===== config.mk =====
export PLATFORM = sky130hd
export DESIGN_NAME = spi_slave_ctrl
export DESIGN_NICKNAME = d
export VERILOG_FILES = /design/src/rtl/spi_slave_ctrl.sv
export SDC_FILE = /design/constraint.sdc
export NUM_CORES = 1
export LEC_CHECK = 0
export ABC_AREA = 1
export CORE_ASPECT_RATIO = 2
export CORE_MARGIN = 3
export CORE_UTILIZATION = 35
export DETAILED_ROUTE_END_ITERATION = 6
export RECOVER_POWER = 25
export SLEW_MARGIN = 20
export SYNTH_ARGS = -nofsm -noshare
export SYNTH_HDL_FRONTEND = slang
export SYNTH_SLANG_ARGS = --single-unit

===== constraint.sdc =====
create_clock -name clk -period 3.9 [get_ports clk]
set_clock_uncertainty 0.05 [all_clocks]
set_input_delay 0.78 -clock clk [delete_from_list [all_inputs] [get_ports clk]]
set_output_delay 0.78 -clock clk [all_outputs]
set_load 0.01 [all_outputs]

===== src/rtl/spi_slave_ctrl.sv =====
`default_nettype none
// ============================================================================
// Module  : spi_slave_ctrl
// Brief   : SPI slave front end. Receives command/data frames on MOSI and
//           returns RAM read bytes on MISO.
// Rev     : 1.0  initial release
// ============================================================================
module spi_slave_ctrl #(
    parameter int DATA_WIDTH = 8
) (
    input  logic                  clk,
    input  logic                  rstn,
    input  logic                  ss_n,
    input  logic                  mosi,
    output logic                  miso,
    output logic [DATA_WIDTH+1:0] rx_data,
    output logic                  rx_valid,
    input  logic [DATA_WIDTH-1:0] tx_data,
    input  logic                  tx_valid
);

    localparam int c_CNT_W = $clog2(DATA_WIDTH + 1);

    typedef enum logic [2:0] {
        S_IDLE      = 3'd0,
        S_CHK_CMD   = 3'd1,
        S_WRITE     = 3'd2,
        S_READ_ADD  = 3'd3,
        S_READ_DATA = 3'd4
    } state_t;

    // Sub-phase within an active state: receiving, waiting for RAM, shifting out.
    typedef enum logic [2:0] {
        P_RX    = 3'd0,
        P_WAIT  = 3'd1,
        P_SHIFT = 3'd2,
        P_TAIL  = 3'd3,
        P_DONE  = 3'd4
    } phase_t;

    state_t                r_state;
    phase_t                r_phase;
    logic [c_CNT_W-1:0]    r_cnt;
    logic [DATA_WIDTH:0]   r_rx_sr;
    logic [DATA_WIDTH-1:0] r_tx_sr;
    logic                  r_rd_addr_seen;

    always_ff @(posedge clk) begin
        if (!rstn) begin
            r_state        <= S_IDLE;
            r_phase        <= P_RX;
            r_cnt          <= '0;
            r_rx_sr        <= '0;
            r_tx_sr        <= '0;
            r_rd_addr_seen <= 1'b0;
            miso           <= 1'b0;
            rx_data        <= '0;
            rx_valid       <= 1'b0;
        end else begin
            rx_valid <= 1'b0;
            // Deselect wins over everything, including a frame completing now.
            if (r_state != S_IDLE && ss_n) begin
                r_state <= S_IDLE;
                r_phase <= P_RX;
                r_cnt   <= '0;
                r_rx_sr <= '0;
                r_tx_sr <= '0;
                miso    <= 1'b0;
            end else begin
                case (r_state)
                    S_IDLE: begin
                        r_phase <= P_RX;
                        if (!ss_n)
                            r_state <= S_CHK_CMD;
                    end
                    S_CHK_CMD: begin
                        r_rx_sr <= {r_rx_sr[DATA_WIDTH-1:0], mosi};
                        r_cnt   <= c_CNT_W'(DATA_WIDTH);
                        r_phase <= P_RX;
                        if (!mosi)
                            r_state <= S_WRITE;
                        else if (!r_rd_addr_seen)
                            r_state <= S_READ_ADD;
                        else
                            r_state <= S_READ_DATA;
                    end
                    default: begin
                        case (r_phase)
                            P_RX: begin
                                r_rx_sr <= {r_rx_sr[DATA_WIDTH-1:0], mosi};
                                if (r_cnt == '0) begin
                                    rx_data  <= {r_rx_sr, mosi};
                                    rx_valid <= 1'b1;
                                    if (r_state == S_READ_ADD)
                                        r_rd_addr_seen <= 1'b1;
                                    r_phase <= (r_state == S_READ_DATA) ? P_WAIT : P_DONE;
                                end else begin
                                    r_cnt <= r_cnt - 1'b1;
                                end
                            end
                            P_WAIT: begin
                                if (tx_valid) begin
                                    r_tx_sr <= tx_data;
                                    r_cnt   <= c_CNT_W'(DATA_WIDTH - 1);
                                    r_phase <= P_SHIFT;
                                end
                            end
                            P_SHIFT: begin
                                miso    <= r_tx_sr[DATA_WIDTH-1];
                                r_tx_sr <= r_tx_sr << 1;
                                if (r_cnt == '0)
                                    r_phase <= P_TAIL;
                                else
                                    r_cnt <= r_cnt - 1'b1;
                            end
                            P_TAIL: begin
                                miso           <= 1'b0;
                                r_rd_addr_seen <= 1'b0;
                                r_phase        <= P_DONE;
                            end
                            default: ;
                        endcase
                    end
                endcase
            end
        end
    end

endmodule
`default_nettype wire


Word-level counts from Yosys, hierarchy flattened:

Index checks and enable logic that the tools add are counted.

* word-level logic and storage cells: 75
* output and inout bits: 12
* bits in registers: 40
* input port bits: 13

* add/subtract/negate cells: 1
* bitwise operators: 5
* multiplexer cells: 22
* reduce and logical (&&, ||, !) cells: 25
* equality and inequality tests: 13

Operators by type and width (number)
* two-way mux 3 bit: 7
* one-hot mux 9 bit (2 select lines): 1
* one-hot mux 4 bit (2 select lines): 2
* one-hot mux 8 bit (2 select lines): 1
* one-hot mux 3 bit (4 select lines): 1
* AND reduction 4 bit: 3
* != test 2 bit (second input constant): 5
* nonzero test 2 bit: 5
* == test 3 x 2 -> 1 bit (second input constant): 3
* two-way mux 9 bit: 1
* two-way mux 4 bit: 2
* two-way mux 8 bit: 1
* == test 3 x 1 -> 1 bit (second input constant): 2
* zero test 3 bit: 2
* one-hot mux 3 bit (2 select lines): 1
* AND reduction 2 bit: 3
* nonzero test 3 bit: 2
* OR reduction 2 bit: 3
* inverter 1 bit: 5
* AND reduction 5 bit: 1
* OR reduction 5 bit: 1
* zero test 4 bit: 1
* one-hot mux 1 bit (2 select lines): 2
* nonzero test 4 bit: 1
* other kinds (8): 10

Depth between registers and ports, before layout:

Gate-level depths: netlist (run 1).

* depth after elaboration: 4
* gate-level depth with buffers: 9
* depth with buffers taken out: 9

Least setup slack after synthesis (run 1):

OpenSTA, ideal clock, no wires.

* path type: input to register
* start point: input port tx_valid
* end point: register r_cnt[2]
* slack: 2399 ps
* arrival time: 1334 ps
* stages: 8
* path through: inv_1 > nand3_1 > nand2_1 > nand2_1 > nand2_2 > nand2_1 > nand2_1 > nor2_1

* longest elaborated chain between the ends: 2

Ends and longest elaborated chain
* start: declaration: line 19 `input logic tx_valid`
* != test 3 bit (no source line)
* AND reduction 4 bit (no source line)
* end signal: assignment: line 78 `r_cnt <= c_CNT_W'(DATA_WIDTH);`
* end signal: assignment: line 98 `r_cnt <= r_cnt - 1'b1;`
* end signal: assignment: line 104 `r_cnt <= c_CNT_W'(DATA_WIDTH - 1);`
* end: declaration: line 43 `logic [c_CNT_W-1:0] r_cnt;`

Every way passes these cells.
A chain may end at the register's enable or synchronous reset.

Worst setup path after layout (run 1):

* start point: input port rstn
* end point: register r_rx_sr[6]

* longest elaborated chain between the ends: 2

Ends and longest elaborated chain
* start: declaration: line 12 `input logic rstn,`
* inverter 1 bit (no source line)
* OR reduction 2 bit (no source line)
* end signal: assignment: line 77 `r_rx_sr <= {r_rx_sr[DATA_WIDTH-1:0], mosi};`
* end signal: assignment: line 90 `r_rx_sr <= {r_rx_sr[DATA_WIDTH-1:0], mosi};`
* end: declaration: line 44 `logic [DATA_WIDTH:0] r_rx_sr;`

Every way passes these cells.

==> results of run 1 <==
[placed cells by master (no fill, tap or decap)]
| cell | n |
|---|---|
| nand2_2 | 5 |
| nor2_1 | 57 |
| inv_1 | 19 |
| clkinvlp_4 | 1 |
| dfxtp_1 | 40 |
| inv_2 | 5 |
| a21boi_0 | 1 |
| o21ai_1 | 11 |
| nor2_2 | 1 |
| clkbuf_8 | 6 |
| o21a_1 | 1 |
| dlygate4sd3_1 | 2 |
| clkdlybuf4s50_1 | 22 |
| ha_1 | 1 |
| nor2_4 | 1 |
| nand3b_1 | 1 |
| clkbuf_1 | 1 |
| nand2_1 | 59 |
| nor3_1 | 1 |
| a21oi_1 | 15 |
| nand3_1 | 27 |
| o21ai_4 | 1 |
| nand2_4 | 1 |
| nand4_1 | 1 |
| o21ai_0 | 13 |
| nand3_4 | 2 |
[kinds of logic after synthesis]
family | after synthesis
DFF | 40
buffers and inverters | 33
adders and majority gates | 1
AOI/OAI and AO/OA | 42
and+or+nand+nor | 156
[worst paths after layout]
check                             endpoint  slack (ps)
worst max-delay path            r_rx_sr[6]        1630
worst min-delay path            r_tx_sr[2]         420
worst max register to register  rx_data[9]        1870
worst min register to register  r_tx_sr[2]         420
[metal layers]
metal / wire (µm) / vias up / track usage (%)
met4: 65 / 0 / 9.45
met2: 2380 / 33 / 27.4
li1: - / 907 / -
met3: 143 / 6 / 2.80
met5: 0 / - / 0
met1: 1680 / 770 / 13.4
[per-stage QoR]
| stage | hold slack (ps) | std cells | setup WS [ps] |
|---|---|---|---|
| 2_1_floorplan | 390 | 272 | 2400 |
| 3_3_place_gp | 402 | 345 | 1550 |
| 3_5_place_dp | 403 | 345 | 1510 |
| 4_1_cts | 415 | 353 | 1830 |
| 5_1_grt | 435 | 353 | 1430 |
| 6_report | 416 | 353 | 1630 |
[critical path: stages]
cell and delay (ps):
dlygate4sd3_1 790, nand2_1 360, inv_2 290, o21ai_0 120, nor2_1 100
[area by class of cell]
class,count,area (µm²),share of cell area (%)
well taps,58,72.6,3.27
clock buffers,7,86.3,3.89
flip-flops and latches,40,801,36.1
clock inverters,1,7.51,0.338
repair buffers,24,240,10.8
multi-input cells,199,923,41.6
inverters,24,90.1,4.06
[flip-flops by register name, indices dropped and copies added, names as in the netlist]
signal and cells:
miso 1, r_cnt 4, r_phase 3, r_rd_addr_seen 1
r_rx_sr 9, r_state 3, r_tx_sr 8, rx_data 10
rx_valid 1
[synth_stat cells (2+ instances only)]
master	number	area, µm²
nand2_1	58	218
nor2_1	57	214
dfxtp_1	40	801
nand3_1	26	130
inv_1	18	67.6
a21oi_1	14	70.1
o21ai_0	13	65.1
o21ai_1	11	55.1
inv_2	6	22.5
nand2_2	6	37.5
buf_2	3	15.0
buf_6	3	33.8
buf_4	2	15.0
nand3_4	2	35.0
[power breakdown]
group / internal, µW / switching (µW)
Combinational: 229 / 364
Sequential: 497 / 55.4
Clock: 144 / 144
==> impl_metrics.yaml, run 1 <==
run_status:
  status: "finished, final reports clean"
logic_synthesis:
  yosys_register_bits: 40
  async_flop_share_pct: 0
  synth_edf_count: 0
  synth_compound_area_share_pct: 12.2
  synth_top_family_by_area: "simple AND/OR/NAND/NOR gates"
  muxShareOfSynthArea_pct: 0
  ys_seq_area_share_pct: 42.3
  synthAdderAreaFrac_pct: 0.661
  syn_nets: 286
  netlist_instances: 272
  syn_area_per_cell_um2: 6.96
  syn_area_um2: 1890
  yosys_warnings: 0
  synth_ff_type: "dfxtp_1"
  synth-simple-area-share_pct: 36.5
  synth_xor_area_share_pct: 0
  yosysUniqueCellTypes: 27
routing:
  finalWirelength_mm: 4.27
  first_iter_violations: 51
  wl_per_cell_um: 12.1
  dr_total_vias: 1716
  via_per_inst: 4.86
  antenna_left: 0
  drc_errors: 0
  drt_pass1_iterations: 4
clock_tree:
  cts_htree_levels: 2
  post_cts_resized: 0
  cts_hold_buffers: 0
  cts_tree: "done"
  cts_sinks: 40
  cts_made_buffers: 5
  clockRootBuffer: "clkbuf_8"
  cts_setup_buffers: 0
  clock_latency_ps: 290
  clkTransAtPathRegs_ps: 70
  clock_path_buffers: 2
worst_setup_path:
  start_kind: "input port"
  arrival_ps: 2450
  worstPathRequired_ps: 4080
  criticalPathCategory: "in -> reg"
  cp_max_fo: 14
  rr_worst_depth: 7
  endpoint_kind: "flop"
  reg2reg_from: "r_phase[0]"
  crit_start: "rstn"
placed_design:
  gp_congestion: 0.870
  dp_hpwl_mm: 3.17
  port_buffers: 24
  placed_area_um2: 2140
worst_hold_path:
  hold_depth: 2
  hp-start: "r_tx_sr[2]"
  min_path_type: "reg -> reg"
sta:
  setup_tns_ps: 0
  period_needed_ps: 2270
  tightest_slew_ps: 470
  fmax_mhz: 440
  grt_setup_unrepaired: "false"
  setup_violations: 0
  slew_viol_final: 0
  hold_viol: 0
  fin_crit_sh_pct: 58.2
  relSlewSlack_pct: 68.6
grt:
  grt_max_degree: 15
  antenna_found_initial: 0
  grt_usage_pct: 14.4
  grt_pass1_vias: 1710
  overflow: 0
  grt_pass1_wl_mm: 7.11
cells_and_area:
  fill_cells: 546
  n_antenna_cell: 0
  design_area_um2: 2220
  fin_util_pct: 42.8
  nets: 308
  areaGrowthSynthToFinish_pct: 17.3
  drive_above_1_share_pct: 7.80
floorplan:
  num_io_pins: 25
  core_um2: 5180
  die_w_um: 58.0
  start_util_pct: 36.5
  rows: 37
  die-area_um2: 6380
  dieHeight_um: 110
pwr:
  finalPower_uw: 1430
  ir_drop_mv: 0.433
  power_leakage_uw: 0.000971
  power_density_nw_per_um2: 645
run:
  drv_cap: 0
(Power assumes the default switching activity.)
==> inputs of run 2 (changes only) <==
- clock period: 3.9 -> 2.05 ns (I/O delays scaled with it)
==> impl_metrics.yaml, run 2 (synthesis results as in run 1) <==
floorplan:
  start_util_pct: 36.5
  die_w_um: 58.0
  core_um2: 5180
  rows: 37
  num_io_pins: 25
  dieHeight_um: 110
  die-area_um2: 6380
routing:
  drt_pass1_iterations: 4
  antenna_left: 0
  drc_errors: 0
  finalWirelength_mm: 4.28
  first_iter_violations: 49
  wl_per_cell_um: 11.9
  dr_total_vias: 1711
  via_per_inst: 4.75
worst_setup_path:
  endpoint_kind: "flop"
  cp_max_fo: 9
  arrival_ps: 1910
  start_kind: "input port"
  criticalPathCategory: "in -> reg"
  worstPathRequired_ps: 2220
pwr:
  power_density_nw_per_um2: 1240
  ir_drop_mv: 0.739
  power_leakage_uw: 0.00101
clock_tree:
  clock_latency_ps: 290
  clkTransAtPathRegs_ps: 70
  cts_htree_levels: 2
  cts_made_buffers: 5
  post_cts_resized: 0
  clock_path_buffers: 2
  cts_setup_buffers: 0
  cts_hold_buffers: 0
  cts_tree: "done"
  clockRootBuffer: "clkbuf_8"
  cts_sinks: 40
sta:
  setup_tns_ps: 0
  fin_crit_sh_pct: 84.5
  hold_viol: 0
  tightest_slew_ps: 660
  relSlewSlack_pct: 55.7
  period_needed_ps: 1730
  slew_viol_final: 0
  setup_violations: 0
  fmax_mhz: 577
  worst_slack_ps: 318
  grt_setup_unrepaired: "false"
run_status:
  status: "finished, final reports clean"
cells_and_area:
  top_regs: "rx_data (10), r_rx_sr (9), r_tx_sr (8)"
  final_common_cell: "nand2_1"
  areaGrowthSynthToFinish_pct: 20.6
  design_area_um2: 2280
  nets: 315
  fill_cells: 556
  multi_input_area_um2: 918
  largest_reg_flops: 10
  ff_latch_area_um2: 801
  final_cell_mix: "59 x nand2_1, 58 x nor2_1, 40 x dfxtp_1"
  top_register: "rx_data"
  drive_above_1_share_pct: 9.93
  n_antenna_cell: 0
placed_design:
  port_buffers: 24
  gp_congestion: 0.857
  placed_area_um2: 2190
  place_ws_ps: 296
  dp_hpwl_mm: 3.30
grt:
  grt_usage_pct: 14.2
  antenna_found_initial: 0
  overflow: 0
  grt_pass1_wl_mm: 6.99
  grt_pass1_vias: 1667
  grt_max_degree: 15
worst_hold_path:
  min_path_type: "reg -> reg"
run:
  drv_cap: 0
run 2: cell types whose count changed in the layout (fill, tap and decap cells not counted), sizes merged:
cell / delta
buf: +7
bufinv: +1
clkbuf: -1
clkdlybuf4s50: +1
clkinv: +1
clkinvlp: -1
dlygate4sd3: -1
run 2: cell type report:
type | instances | share of cell area [%]
Inverter | 24 | 3.95
Timing Repair Buffer | 31 | 12.8
Clock buffer | 6 | 3.18
Clock inverter | 2 | 1.54
Tap cell | 58 | 3.18
Multi-Input combinational cell | 199 | 40.2
Sequential cell | 40 | 35.1
run 2: worst max-delay path, stage by stage:
cell	delay [ps]
dlygate4sd3_1	520
inv_1	50
o21ai_1	530
nand4_1	230
a21oi_2	160
run 2: routing by layer:
layer	track usage (%)	vias up	part of all wire (%)
li1	-	918	-
met1	12.8	751	38
met2	28.5	34	55
met3	2.68	8	3.8
met4	7.30	0	2.6
met5	0	-	0
run 2: power by group:
group / switching [µW] / total (µW) / internal [µW] / leakage [µW]
logic: 690 / 1150 / 457 / 0.000630
clock network: 269 / 630 / 361 / 0.0000552
registers: 106 / 1050 / 947 / 0.000326
total: 1070 / 2830 / 1760 / 0.00101
run 2: final timing paths:
check              from         end  slack [ps]  cells after the start
max reg2reg  r_state[2]  rx_data[9]         390                      8
min reg2reg  r_tx_sr[1]  r_tx_sr[1]         410                      2
min          r_tx_sr[1]  r_tx_sr[1]         410                      2
max            tx_valid  r_tx_sr[0]         320                      5
run 2: metrics by stage:
stage | utilization (%) | hold WS (ps) | total power (µW) | cells
final | 44.0 | 414 | 2830 | 360
after global routing | 44.0 | 425 | 3090 | 360
after CTS | 44.3 | 414 | 2890 | 360
after detailed placement | 42.3 | 403 | 2250 | 352
after global placement | 42.3 | 399 | 2230 | 352
after floorplan | - | 390 | 1900 | 272
==> RTL edit 1, RTL diff (settings of run 2) <==
Put one more register stage on the output `rx_data`, without a reset. The value now appears one clock later. The other outputs are not delayed to match.
--- a/src/rtl/spi_slave_ctrl.sv
+++ b/src/rtl/spi_slave_ctrl.sv
@@ -38,6 +38,8 @@
         P_DONE  = 3'd4
     } phase_t;
 
+    logic [DATA_WIDTH+1:0] rx_data_s0;
+
     state_t                r_state;
     phase_t                r_phase;
     logic [c_CNT_W-1:0]    r_cnt;
@@ -54,7 +56,7 @@
             r_tx_sr        <= '0;
             r_rd_addr_seen <= 1'b0;
             miso           <= 1'b0;
-            rx_data        <= '0;
+            rx_data_s0     <= '0;
             rx_valid       <= 1'b0;
         end else begin
             rx_valid <= 1'b0;
@@ -89,7 +91,7 @@
                             P_RX: begin
                                 r_rx_sr <= {r_rx_sr[DATA_WIDTH-1:0], mosi};
                                 if (r_cnt == '0) begin
-                                    rx_data  <= {r_rx_sr, mosi};
+                                    rx_data_s0 <= {r_rx_sr, mosi};
                                     rx_valid <= 1'b1;
                                     if (r_state == S_READ_ADD)
                                         r_rd_addr_seen <= 1'b1;
@@ -126,6 +128,10 @@
         end
     end
 
+    always_ff @(posedge clk) begin
+        rx_data <= rx_data_s0;
+    end
+
 endmodule
 `default_nettype wire
 
Formal check against the unedited RTL: no difference found for any inputs over 10 cycles, from zero or initial values and one cycle with rstn low; that may be too few to reach the edited logic, so the function may still have changed.
==> RTL edit 1 against run 2 <==
- critical path depth increased by 5
- final area increased by 13%
- power rose by 9.6%
- wire length is 4.7% lower
- setup slack improved by 0.071 ns
- sequential cell count rose by 10
- largest power group is now sequential cells
- critical path type is now reg2reg
- final cell count grew 1.7%
- sequential power up 19%
- area after synthesis up 14%
- highest routed layer unchanged
==> RTL edit 1: results (changes against run 2) <==
metric	value	unit	change
nNetsFinal	318		was 315
vdd_ir_drop_max	0.553	mV	was 0.739 mV
grt_max_degree	22		was 15
cpPeakStageDelay	0.32	ns	was 0.53 ns
post_route_cells_drive_above_1_share	0.167		was 0.0993
grt_usage	0.137		was 0.142
place_area	2430	µm²	was 2190 µm²
status	finished clean		unchanged
synth-seq-area-share	0.466		was 0.423
timing.slew.headroom	0.733		was 0.557
place.detailed.hpwl	3.10	mm	was 3.30 mm
hold_path.startpoint	rx_data_s0[6]		was r_tx_sr[1]
syn-num-nets	292		was 286
gp_congestion	0.809		was 0.857
critical-path-top-delay-family	simple AND/OR/NAND/NOR gates		was compound AO/OA/AOI/OAI gates
synth.top_cells.by_count	60 x nor2_1, 52 x nand2_1, 50 x dfxtp_1, 26 x o21ai_1, 17 x nor2_2		was 58 x nand2_1, 57 x nor2_1, 40 x dfxtp_1, 26 x nand3_1, 18 x inv_1
arrival	1.84	ns	was 1.91 ns
top_regs	rx_data x10, rx_data_s0 x10, r_rx_sr x9		was rx_data x10, r_rx_sr x9, r_tx_sr x8
leakagePower	1.11	nW	was 1.01 nW
cell_type_of_the_slowest_stage_on_the_worst_timing_path	dfxtp_1		was o21ai_1
drt-vias-per-instance	4.67		was 4.75
clk-insertion-delay-late	0.29	ns	about the same
timing.critical_path.fanout_max	12		was 9
drt_iter0_markers	30		was 49
initial_drt_pass_iterations	3		was 4
antenna_violations_before_repair	0		unchanged
cp-startpoint	r_cnt[0]		was tx_valid
grt_pass1_vias	1658		was 1667
detail_route.wl_per_cell	11.1	µm	was 11.9 µm
root_buffer	clkbuf_16		was clkbuf_8
-- RTL edit 1: final timing paths --
| check | endpoint | slack (ns) | depth (start not counted) |
|---|---|---|---|
| setup / recovery | rx_data_s0[8] | 0.39 | 10 |
| hold / removal | rx_data[6] | 0.30 | 0 |
| setup reg to reg | rx_data_s0[8] | 0.39 | 10 |
| hold reg to reg | rx_data[6] | 0.30 | 0 |
-- RTL edit 1: logic make-up (layout without fill, tap and decap cells) --
kind of cell / Yosys count / count (layout) / synth area share
and+or+nand+nor: 153 / 153 / 0.346
DFF: 50 / 50 / 0.466
AOI/OAI and AO/OA: 45 / 45 / 0.111
buffers and inverters: 29 / 56 / 0.0710
adders and majority gates: 1 / 1 / 0.00582
-- RTL edit 1: layer usage --
| layer | up-vias | track usage | routed length (µm) |
|---|---|---|---|
| li1 | 925 | - | - |
| met4 | 0 | 0.0595 | 87 |
| met5 | - | 0 | 0 |
| met1 | 755 | 0.138 | 1600 |
| met3 | 5 | 0.0296 | 119 |
| met2 | 24 | 0.255 | 2280 |
-- RTL edit 1: stage by stage --
| step | setup slack (ns) | instances |
|---|---|---|
| finish | 0.389 | 366 |
| global route | 0.185 | 366 |
| CTS | 0.359 | 366 |
| detailed placement | 0.223 | 358 |
| global placement | 0.253 | 358 |
| floorplan | 0.649 | 278 |
-- RTL edit 1: worst register-to-register path: cells and delay by family (launching register included) --
kind | cells | cell delay (ns)
and+or+nand+nor | 6 | 0.76
buffers and inverters | 3 | 0.30
DFF | 1 | 0.32
adders and majority gates | 1 | 0.16
-- RTL edit 1: power by group --
| group | switching [mW] | internal [mW] | leakage (nW) |
|---|---|---|---|
| sequential | 0.101 | 1.15 | 0.407 |
| clock | 0.376 | 0.457 | 0.0664 |
| combinational | 0.626 | 0.393 | 0.641 |
-- RTL edit 1: area by class of cell --
| cell class | count | area [µm²] |
|---|---|---|
| clock buffer | 5 | 125 |
| inverter | 22 | 97.6 |
| tap | 61 | 76.3 |
| multi-input combinational | 199 | 996 |
| sequential | 50 | 1000 |
| timing repair buffer | 26 | 253 |
| clock inverter | 3 | 23.8 |
| fill | 587 | 3230 |
==> RTL edit 2, RTL diff (settings of run 2) <==
Made on the original files. The parameter `DATA_WIDTH` goes from 8 to 16.
--- a/src/rtl/spi_slave_ctrl.sv
+++ b/src/rtl/spi_slave_ctrl.sv
@@ -6,7 +6,7 @@
 // Rev     : 1.0  initial release
 // ============================================================================
 module spi_slave_ctrl #(
-    parameter int DATA_WIDTH = 8
+    parameter int DATA_WIDTH = 16
 ) (
     input  logic                  clk,
     input  logic                  rstn,
Interface: changed (resized rx_data and tx_data); port bits go from 25 to 41. The function was not compared with the original's and may differ.
==> RTL edit 2 against run 2 <==
- power up 66%
- wire length up 53%
- area after synthesis grew 47%
- via count is 55% higher
- clock power rose to 2.8 times the old value
- setup slack improved by 0.0070 ns
- combinational power is 17% higher
- synthesized cell count is 50% higher
- final area grew 60%
- sequential cell count rose by 25
- sequential power up 53%
- die area increased by 43%
- largest cell class unchanged
==> RTL edit 2: results (changes against run 2) <==
metric	value	unit	change
layoutNonFillerInstCount	554		was 360
root_buffer	clkbuf_16		was clkbuf_8
place.detailed.hpwl	4.77	mm	was 3.30 mm
clk-insertion-delay-late	0.33	ns	was 0.29 ns
status	finished clean		unchanged
arrival	1.89	ns	was 1.91 ns
vdd_ir_drop_max	0.636	mV	was 0.739 mV
placed_cells	538		was 352
grt_max_degree	22		was 15
cell_type_of_the_slowest_stage_on_the_worst_timing_path	dfxtp_1		was o21ai_1
fillCellCount	834		was 556
gp_congestion	0.791		was 0.857
cpPeakStageDelay	0.39	ns	was 0.53 ns
synth-seq-area-share	0.468		was 0.423
timing.slew.headroom	0.743		was 0.557
synth.top_cells.by_count	118 x nor2_1, 82 x nand2_1, 65 x dfxtp_1, 46 x o21ai_0, 18 x nand3_1		was 58 x nand2_1, 57 x nor2_1, 40 x dfxtp_1, 26 x nand3_1, 18 x inv_1
drt_iter0_markers	96		was 49
syn-num-nets	430		was 286
drt-vias-per-instance	4.80		was 4.75
cts-htree-levels	3		was 2
synth_cells	408		was 272
synth_cell_type_count	23		was 27
portBuffers	40		was 24
leakagePower	1.54	nW	was 1.01 nW
grt_pass1_vias	2574		was 1667
nNetsFinal	477		was 315
critical-path-top-delay-family	simple AND/OR/NAND/NOR gates		was compound AO/OA/AOI/OAI gates
synth.top_cells.by_area	dfxtp_1 47%, nor2_1 16%, nand2_1 11%		was dfxtp_1 42%, nand2_1 12%, nor2_1 11%
timing.critical_path.fanout_max	12		was 9
[RTL edit 2: cell count changes after synthesis, sizes merged, moves of 4 or more]
cell,run 2,this run
clkbuf,0,7
dfxtp,40,65
inv,24,20
nand3,29,19
nand2,65,87
nor2,59,123
o21ai,25,58
[RTL edit 2: cell families after synthesis]
| family | after synthesis | share of synthesized area |
|---|---|---|
| simple gates | 233 | 0.339 |
| compound gates | 72 | 0.130 |
| flops | 65 | 0.468 |
| buf+inv | 36 | 0.0558 |
| xor+xnor | 1 | 0.00315 |
| fa+ha+maj | 1 | 0.00450 |
[RTL edit 2: routing by layer]
layer  vias up  global-route usage  wire length, µm
met4         0              0.0772              179
met5         -                   0                0
met1      1201               0.151             2500
met3        11              0.0397              255
li1       1397                   -                -
met2        48               0.291             3590
[RTL edit 2: final timing paths]
| kind | slack (ns) | from | end | cells after the start |
|---|---|---|---|---|
| setup / recovery | 0.32 | r_state[0] | rx_data[15] | 8 |
| hold / removal | 0.42 | rx_data[13] | rx_data[13] | 2 |
| setup reg to reg | 0.32 | r_state[0] | rx_data[15] | 8 |
| hold reg to reg | 0.42 | rx_data[13] | rx_data[13] | 2 |
[RTL edit 2: worst register-to-register path: stages (launching register included)]
cell	delay, ns
dfxtp_1	0.39
inv_2	0.06
nand3_1	0.18
nand2_1	0.17
nor2_2	0.17
nand2_2	0.13
buf_4	0.20
o21ai_0	0.19
nor2_1	0.06
[RTL edit 2: metrics by stage]
step                utilization  instance area, µm²  power (mW)
floorplan                     -                2780        2.51
global placement          0.432                3300        2.99
detailed placement        0.432                3300        3.01
CTS                       0.477                3650        4.81
global route              0.476                3640        5.03
finish                    0.476                3640        4.70
[RTL edit 2: where the power goes]
group          total [mW]  switching [mW]  internal [mW]
Sequential           1.61           0.130           1.48
Clock                1.76           0.539           1.22
Combinational        1.34           0.822          0.517
[RTL edit 2: final cells by class]
class	instances	area share
flip-flops and latches	65	0.357
clock inverters	5	0.0282
multi-input cells	307	0.364
clock buffers	11	0.0666
inverters	22	0.0234
repair buffers	50	0.129
well taps	94	0.0323
